==> config.mk <==
export PLATFORM = sky130hd
export DESIGN_NAME = layer2_conv3x3
export DESIGN_NICKNAME = d
export VERILOG_FILES = /design/src/rtl/layer2_conv3x3.sv
export SDC_FILE = /design/constraint.sdc
export NUM_CORES = 1
export LEC_CHECK = 0
export ABC_CLOCK_PERIOD_IN_PS = 8650
export CORE_MARGIN = 2
export CORE_UTILIZATION = 56
export DETAILED_ROUTE_END_ITERATION = 8
export GPL_ROUTABILITY_DRIVEN = 0
export PLACE_DENSITY = 0.79
export SLEW_MARGIN = 25
export SYNTH_ARGS = -nofsm -noshare
export SYNTH_HDL_FRONTEND = slang
export SYNTH_SLANG_ARGS = --single-unit
export TNS_END_PERCENT = 100
==> constraint.sdc <==
create_clock -name clk -period 8.65 [get_ports clk]
set_input_delay 1.73 -clock clk [delete_from_list [all_inputs] [get_ports clk]]
set_output_delay 1.73 -clock clk [all_outputs]
set_load 0.01 [all_outputs]
==> src/rtl/layer2_conv3x3.sv <==
// layer2_conv3x3: 3x3 Laplacian convolution over the 32x32 layer-1 map.
// Reads layer 1 through the shared CNN memory port one tap per cycle,
// accumulates with bias, applies ReLU + saturation and writes the 32x32
// layer-2 map, then pulses done.
//
// Optional build macro SKIP_ZERO_TAPS_EN: skip the four zero-weight corner
// taps (5 reads per pixel, 7 cycles per pixel instead of 11).
//
// Ports:
//   clk, reset      clock, asynchronous active-high reset
//   start           one-cycle request, honoured only in IDLE
//   busy, done      status; done is a one-cycle pulse after the last write
//   mem_sel, mem_rd, mem_raddr, mem_rdata   shared memory read port
//                   (mem_rdata is valid in the cycle after the address is
//                   registered)
//   l2_wr, l2_addr, l2_data                 layer-2 memory write port
module layer2_conv3x3 #(
    parameter int DIM    = 32,
    parameter int DATA_W = 13,
    parameter int BIAS   = -8
) (
    input  logic              clk,
    input  logic              reset,
    input  logic              start,
    output logic              busy,
    output logic              done,
    output logic              mem_sel,
    output logic              mem_rd,
    output logic [11:0]       mem_raddr,
    input  logic [DATA_W-1:0] mem_rdata,
    output logic              l2_wr,
    output logic [9:0]        l2_addr,
    output logic [DATA_W-1:0] l2_data
);

    localparam int LW = $clog2(DIM);
    localparam logic [9:0] LAST_PX = 10'(DIM * DIM - 1);
    localparam logic signed [15:0] BIAS16 = 16'(BIAS);
`ifdef SKIP_ZERO_TAPS_EN
    localparam logic [3:0] LAST_CNT = 4'd5;
`else
    localparam logic [3:0] LAST_CNT = 4'd9;
`endif

    typedef enum logic [1:0] {IDLE, READ, WRITE, DONE} state_t;

    state_t               state;
    logic [9:0]           center;
    logic [3:0]           counter;
    logic signed [15:0]   acc;
    logic [3:0]           t_acc;
    logic signed [15:0]   acc_term;
    logic [9:0]           issue_addr;

    // Kernel tap (row-major 0..8) served at schedule slot idx.
    function automatic logic [3:0] tap_id(input logic [3:0] idx);
`ifdef SKIP_ZERO_TAPS_EN
        case (idx)
            4'd0:    return 4'd1;
            4'd1:    return 4'd3;
            4'd2:    return 4'd4;
            4'd3:    return 4'd5;
            4'd4:    return 4'd7;
            default: return 4'd4;
        endcase
`else
        return idx;
`endif
    endfunction

    function automatic int tap_dr(input logic [3:0] t);
        return int'(t) / 3 - 1;
    endfunction

    function automatic int tap_dc(input logic [3:0] t);
        return int'(t) % 3 - 1;
    endfunction

    // Tap address with row/col clamped into the map; padding taps still read.
    function automatic logic [9:0] tap_addr(input logic [9:0] ctr, input logic [3:0] t);
        int r;
        int c;
        r = int'(ctr[2*LW-1:LW]) + tap_dr(t);
        c = int'(ctr[LW-1:0]) + tap_dc(t);
        if (r < 0) r = 0;
        else if (r > DIM - 1) r = DIM - 1;
        if (c < 0) c = 0;
        else if (c > DIM - 1) c = DIM - 1;
        return 10'(r * DIM + c);
    endfunction

    // True when the tap lies inside the map (outside taps contribute zero).
    function automatic logic tap_valid(input logic [9:0] ctr, input logic [3:0] t);
        int r;
        int c;
        r = int'(ctr[2*LW-1:LW]) + tap_dr(t);
        c = int'(ctr[LW-1:0]) + tap_dc(t);
        return (r >= 0) && (r < DIM) && (c >= 0) && (c < DIM);
    endfunction

    // Laplacian weight applied to one sample: 4 at the centre, -1 on the cross.
    function automatic logic signed [15:0] weighted(input logic [3:0] t, input logic [DATA_W-1:0] d);
        case (t)
            4'd4:                      return $signed({1'b0, d, 2'b00});
            4'd1, 4'd3, 4'd5, 4'd7:    return -$signed({3'b000, d});
            default:                   return 16'sd0;
        endcase
    endfunction

    function automatic logic [DATA_W-1:0] relu_sat(input logic signed [15:0] a);
        if (a < 16'sd0)
            return {DATA_W{1'b0}};
        else if (a > 16'sd4095)
            return 13'h0FFF;
        else
            return a[DATA_W-1:0];
    endfunction

    // Tap geometry for the slot being issued and the slot whose data is arriving.
    always_comb begin
        issue_addr = tap_addr(center, tap_id(counter));
        t_acc      = tap_id(counter - 4'd1);
        if (tap_valid(center, t_acc))
            acc_term = weighted(t_acc, mem_rdata);
        else
            acc_term = 16'sd0;
    end

    // Control FSM with all outputs registered.
    always_ff @(posedge clk or posedge reset) begin
        if (reset) begin
            state     <= IDLE;
            center    <= 10'd0;
            counter   <= 4'd0;
            acc       <= 16'sd0;
            busy      <= 1'b0;
            done      <= 1'b0;
            mem_sel   <= 1'b0;
            mem_rd    <= 1'b0;
            mem_raddr <= 12'd0;
            l2_wr     <= 1'b0;
            l2_addr   <= 10'd0;
            l2_data   <= {DATA_W{1'b0}};
        end else begin
            case (state)
                IDLE: begin
                    done  <= 1'b0;
                    l2_wr <= 1'b0;
                    if (start) begin
                        state   <= READ;
                        center  <= 10'd0;
                        counter <= 4'd0;
                        acc     <= BIAS16;
                        busy    <= 1'b1;
                    end
                end
                READ: begin
                    l2_wr <= 1'b0;
                    if (counter != LAST_CNT) begin
                        mem_rd    <= 1'b1;
                        mem_sel   <= 1'b1;
                        mem_raddr <= {2'b00, issue_addr};
                    end else begin
                        mem_rd <= 1'b0;
                    end
                    // Slot 0 has no returning data yet.
                    if (counter != 4'd0)
                        acc <= acc + acc_term;
                    if (counter == LAST_CNT)
                        state <= WRITE;
                    else
                        counter <= counter + 4'd1;
                end
                WRITE: begin
                    l2_wr   <= 1'b1;
                    l2_addr <= center;
                    l2_data <= relu_sat(acc);
                    acc     <= BIAS16;
                    counter <= 4'd0;
                    // The centre wraps back to 0 only when leaving DONE.
                    if (center == LAST_PX) begin
                        state <= DONE;
                    end else begin
                        center <= center + 10'd1;
                        state  <= READ;
                    end
                end
                DONE: begin
                    done    <= 1'b1;
                    busy    <= 1'b0;
                    l2_wr   <= 1'b0;
                    mem_sel <= 1'b0;
                    center  <= 10'd0;
                    state   <= IDLE;
                end
                default: begin
                    state <= IDLE;
                end
            endcase
        end
    end

endmodule

### Word level (Yosys, flattened, before mapping)

Cells that the tools add are included.

| word-level totals | value |
|---|---|
| flip-flop bits (word level) | 70 |
| output and inout bits | 40 |
| word-level logic and storage cells | 103 |

| cells by class | value |
|---|---|
| $add $sub $neg | 14 |
| divide/modulo/power cells | 4 |
| magnitude comparators | 10 |
| eq/ne operators | 17 |
| multiplexer cells | 28 |
| reduce and logical (&&, ||, !) cells | 18 |

Operators with widths:

| operator | count |
|---|---|
| 6-bit by 32-bit adder with 32-bit output | 4 |
| 32-bit by 2-bit subtractor with 32-bit output (second input constant) | 4 |
| 5-bit by 3-bit divider with 32-bit output (second input constant) | 2 |
| 32-bit by 1-bit >= comparator with 1-bit output (second input constant) | 2 |
| 32-bit by 6-bit greater-than comparator with 1-bit output (second input constant) | 2 |
| 32-bit by 1-bit less-than comparator with 1-bit output (second input constant) | 2 |
| 32-bit by 7-bit less-than comparator with 1-bit output (second input constant) | 2 |
| 5-bit by 3-bit modulo with 32-bit output (second input constant) | 2 |
| 16-bit 2-to-1 mux | 3 |
| 16-bit one-hot mux with 3 select lines | 1 |
| 10-bit 2-to-1 mux | 4 |
| 16-bit one-hot mux with 2 select lines | 1 |
| 10-bit one-hot mux with 3 select lines | 1 |
| 13-bit 2-to-1 mux | 2 |
| 16-bit adder | 1 |
| 16-bit by 13-bit greater-than comparator with 1-bit output (second input constant) | 1 |
| 16-bit by 1-bit less-than comparator with 1-bit output (second input constant) | 1 |
| 13-bit negation with 16-bit output | 1 |
| 4-bit by 3-bit equality test with 1-bit output (second input constant) | 3 |
| 2-bit != test (second input constant) | 6 |
| 4-bit one-hot mux with 3 select lines | 1 |
| 10-bit by 1-bit adder with 10-bit output (second input constant) | 1 |
| 10-bit adder | 1 |
| 10-bit equality test (second input constant) | 1 |
| 23 further kinds | 42 |

### Longest topological paths before layout

| depth | value |
|---|---|
| depth after elaboration | 12 |
| gate-level depth with buffers | 49 |
| gate-level depth less buffers | 46 |

### Worst setup path before layout

Ideal clock, no wire load.

| timing path | value |
|---|---|
| kind | flip-flop to flip-flop |
| start point | register counter[0] |
| end point | register acc[14] |
| setup time | 0.141 ns |
| arrival time | 9.197 ns |
| path slack | -0.688 ns |
| cell stages (with the launch flop) | 49 |
| path buffers | 4 |
| period minus slack after synthesis | 9.338 ns |
| path through | dfrtp_1 > buf_2 > inv_1 > ha_1 > buf_2 > xnor2_1 > inv_1 > ha_1 > nor2b_1 > a211oi_4 > nor3_2 > xnor2_4 > ha_1 > nor2b_1 > and2_1 > and2_1 > buf_2 > mux2i_1 > [... 13 more ...] > or4_1 > nor3_1 > o211ai_1 > clkbuf_1 > nor2_1 > ha_1 > a21o_1 > a21oi_1 > o21bai_1 > a21oi_1 > o21bai_1 > a21oi_1 > nor2b_1 > o21a_1 > o41ai_1 > o21ai_0 > xnor2_1 > a31oi_1 |

| between the ends | value |
|---|---|
| longest elaborated chain between the ends | 12 |

RTL lines:

| item | RTL line | text |
|---|---|---|
| from (decl) | 49 | `logic [3:0] counter;` |
| from (signal assigned) | 172 | `counter <= counter + 4'd1;` |
| 4-bit by 1-bit subtractor with 4-bit output | 122 | `t_acc = tap_id(counter - 4'd1);` |
| 5-bit by 3-bit divider with 32-bit output | 72 | `return int'(t) / 3 - 1;` |
| 32-bit by 2-bit subtractor with 32-bit output | 72 |  |
| 6-bit by 32-bit adder with 32-bit output | 96 | `r = int'(ctr[2*LW-1:LW]) + tap_dr(t);` |
| 32-bit by 1-bit >= comparator with 1-bit output / 32-bit by 7-bit less-than comparator with 1-bit output (equally long branches) | 98 | `return (r >= 0) && (r < DIM) && (c >= 0) && (c < DIM);` |
| 1-bit logical AND (3 in a row) | 98 |  |
| 16-bit 2-to-1 mux | 123 | `if (tap_valid(center, t_acc))` |
| 16-bit adder | 168 | `acc <= acc + acc_term;` |
| 16-bit 2-to-1 mux | 167 | `if (counter != 4'd0)` |
| 16-bit one-hot mux with 3 select lines | 145 | `case (state)` |
| to (signal assigned) | 168 |  |
| to (decl) | 50 | `logic signed [15:0] acc;` |

Parallel ways exist; a longest one is shown, timed or not. The select of a mux whose other input is x is not followed.
A chain may end at the register's enable or synchronous reset.

### Final worst setup path

| timing path | value |
|---|---|
| start point | register counter[1] |
| end point | register acc[15] |

The elaborated chain is that of the path after synthesis.

==> run_results.csv <==
group,metric,value,unit
timing,worst_slew_pin_slew,1.058,ns
outcome,outcome,"complete, but fails checks",
clock_network,numCtsBuffers,9,
run,cap_violations,0,
timing,fin_crit,8.952,ns
layout,final_util,71.60,%
synthesis,yosys.area.top_type_share,18.20,%
global_routing,grt_max_degree,71,
floorplan,coreArea,0.01670,sq mm
clock_network,cts_tree,"done",
global_routing,grt_pass1_wl,44550,microns
timing,maxSlewViolCount,0,
timing,finalHoldViolations,0,
timing,finClkSkew,0.01214,ns
synthesis,synth_cell_types,92,
synthesis,syn-cell-area,0.009627,sq mm
setup_path,crit_type,"reg2reg",
placement,io_buffer_count,53,
setup_path,arrival,9.19,ns
min_path,hold_class,"reg2reg",
timing,setup_ws,-0.3021,ns
global_routing,grt_pass1_vias,9374,
route,ant_nets,0,
floorplan,initial_core_util,57.64,%
route,routed_wl,28620,microns
floorplan,die_w,135.1,microns
floorplan,die-area,0.01825,sq mm
setup_path,cp-start-kind,"flop",
synthesis,synthCells,1263,
setup_path,rrSetupSlack,-0.30,ns
layout,nNetsFinal,1540,
synthesis,seq_area_frac_synth,18.20,%
layout,mostFrequentLayoutCells,"inv_1, nor2_1, ha_1",
timing,fmax,111.7,MHz
layout,antennaDiodeCount,0,
floorplan,io_pins,56,
synthesis,synth_top_flop_cell,"dfrtp_1",
synthesis,synth_edf_count,0,
global_routing,antenna_found_initial,0,
placement,dp_hpwl,19930,microns
setup_path,end_kind,"flop",
min_path,min_from,"l2_data[12]$_DFFE_PP0P_",
setup_path,slowest_stage,"or4_4",
synthesis,ys_top_cells_by_area,"dfrtp_1, ha_1, inv_1",
setup_path,critPathMaxStageDelay,0.53,ns
route,viasPerCell,6.265,
floorplan,fp.dieH,135.1,microns
floorplan,rows,47,
synthesis,yosys_warnings,0,
timing,rsz0062_at_grt,"yes",
setup_path,startpoint,"counter[1]$_DFFE_PP0P_",
timing,finalSetupViolCount,5,
setup_path,path_buf_inv,5,
global_routing,groute.usage.overall,29.62,%
setup_path,worstReg2RegStart,"counter[1]$_DFFE_PP0P_",
route,top_layer,"met4",
route,met1Wirelength,12230,microns
setup_path,critPathTopFamily,"simple AND/OR/NAND/NOR gates",
clock_network,htreeDepth,3,
route,via_count,10143,
clock_network,clkLatencyLatePin,0.34,ns
route,wl_per_cell,17.68,microns
timing,relSlewSlack,28.73,%
placement,post-place-ws,-0.2657,ns
route,firstDrtPassIters,6,
layout,area_growth,24.21,%
layout,layout_commonest_cell,"inv_1",
clock_network,cts-root-buf,"clkbuf_16",
synthesis,async_flop_share,100.0,%
synthesis,syn_area_per_cell,7.622,sq um
route,drc,0,
route,drt_first_iter_violations,897,
clock_network,clkSlewWorstSetupHoldPaths,0.06,ns
timing,fin_crit_sh,103.5,%
setup_path,crit_fanout,5,
route,wl_met3,1962,microns
clock_network,cts.path.max_buffers,2,
synthesis,synth_top_cell_by_area,"dfrtp_1",
route,wl_met2,13380,microns
synthesis,ys_seq_elements,70,
setup_path,worstPathRequired,8.89,ns
layout,fill_cells,1264,
outcome,violations,"setup timing",
clock_network,clkSinkCount,70,
layout,drive_gt1_share,17.94,%
global_routing,grt-ovfl-total,0,
==> synth_stat cells (11+ instances only) <==
cell type and count:
a21o_1 23, a21oi_1 87, a31oi_1 19, and2_1 15, and3_1 12, clkbuf_1 30, dfrtp_1 70, ha_1 125
inv_1 146, mux2_2 24, nand2_1 94, nand2b_1 19, nand3_1 26, nand4_1 20, nor2_1 122, nor2b_1 21
nor3_1 27, nor4_1 11, o21a_1 12, o21ai_0 67, o22a_1 11, xnor2_1 50, xor2_1 17
==> cell type report <==
class	instances	area, sq um	area share (%)
inverter	151	573.1	4.792
tap	220	275.3	2.302
timing repair buffer	154	1304	10.90
clock inverter	5	106.4	0.8894
clock buffer	11	242.7	2.030
sequential	70	1753	14.66
multi-input combinational	1008	7704	64.42
==> metrics by stage <==
| step | setup TNS [ns] | hold slack (ns) | std cells | area, sq um |
|---|---|---|---|---|
| floorplan | 0 | 0.4794 | 1269 | 9792 |
| global placement | 0 | 0.4754 | 1557 | 10820 |
| detailed placement | -0.7706 | 0.4840 | 1557 | 10820 |
| CTS | 0 | 0.5021 | 1606 | 11520 |
| global route | -3.805 | 0.5256 | 1619 | 11960 |
| finish | -1.024 | 0.5021 | 1619 | 11960 |
==> sequential cells by signal, summed over array words and instances, names as in the netlist, 2 cells and up <==
signal / cells
mem_raddr: 10
state: 2
l2_addr: 10
center: 10
acc: 16
counter: 4
l2_data: 13
==> final timing paths <==
check / endpoint / depth (start not counted)
setup / recovery: acc[15]$_DFFE_PP0P_ / 46
hold / removal: l2_data[12]$_DFFE_PP0P_ / 1
setup reg to reg: acc[15]$_DFFE_PP0P_ / 46
hold reg to reg: l2_data[12]$_DFFE_PP0P_ / 1
max in group asynchronous: counter[0]$_DFFE_PP0P_ / 3
min in group asynchronous: center[5]$_DFFE_PP0P_ / 3
==> cells by family (layout without fill, tap and decap cells) <==
logic type | count (synthesis) | in the layout | synth area share [%]
other | 1 | 7 | 0.03895
AO/OA/AOI/OAI | 351 | 351 | 24.95
flip-flops | 70 | 70 | 18.20
multiplexers | 34 | 34 | 3.847
XOR/XNOR | 68 | 68 | 6.382
adder cells (fa/ha/maj) | 130 | 130 | 17.29
buffers and inverters | 191 | 321 | 7.694
AND/OR/NAND/NOR | 418 | 418 | 21.60
==> per-layer routing <==
metal / up-vias / GRT usage [%]
li1: 4772 / -
met1: 4772 / 38.91
met2: 488 / 49.07
met3: 111 / 4.655
met4: 0 / 11.46
met5: - / 0
==> what timing repair did <==
action	CTS	global route
endpoints found under the setup margin	4	9
pin swaps	37	64
buffers inserted	33	16
gates resized for setup	23	60
hold buffers	0	0
Power is left out: the tool's default activity adds up to more than one toggle a clock period on the data nets, which glitch-free logic cannot reach.
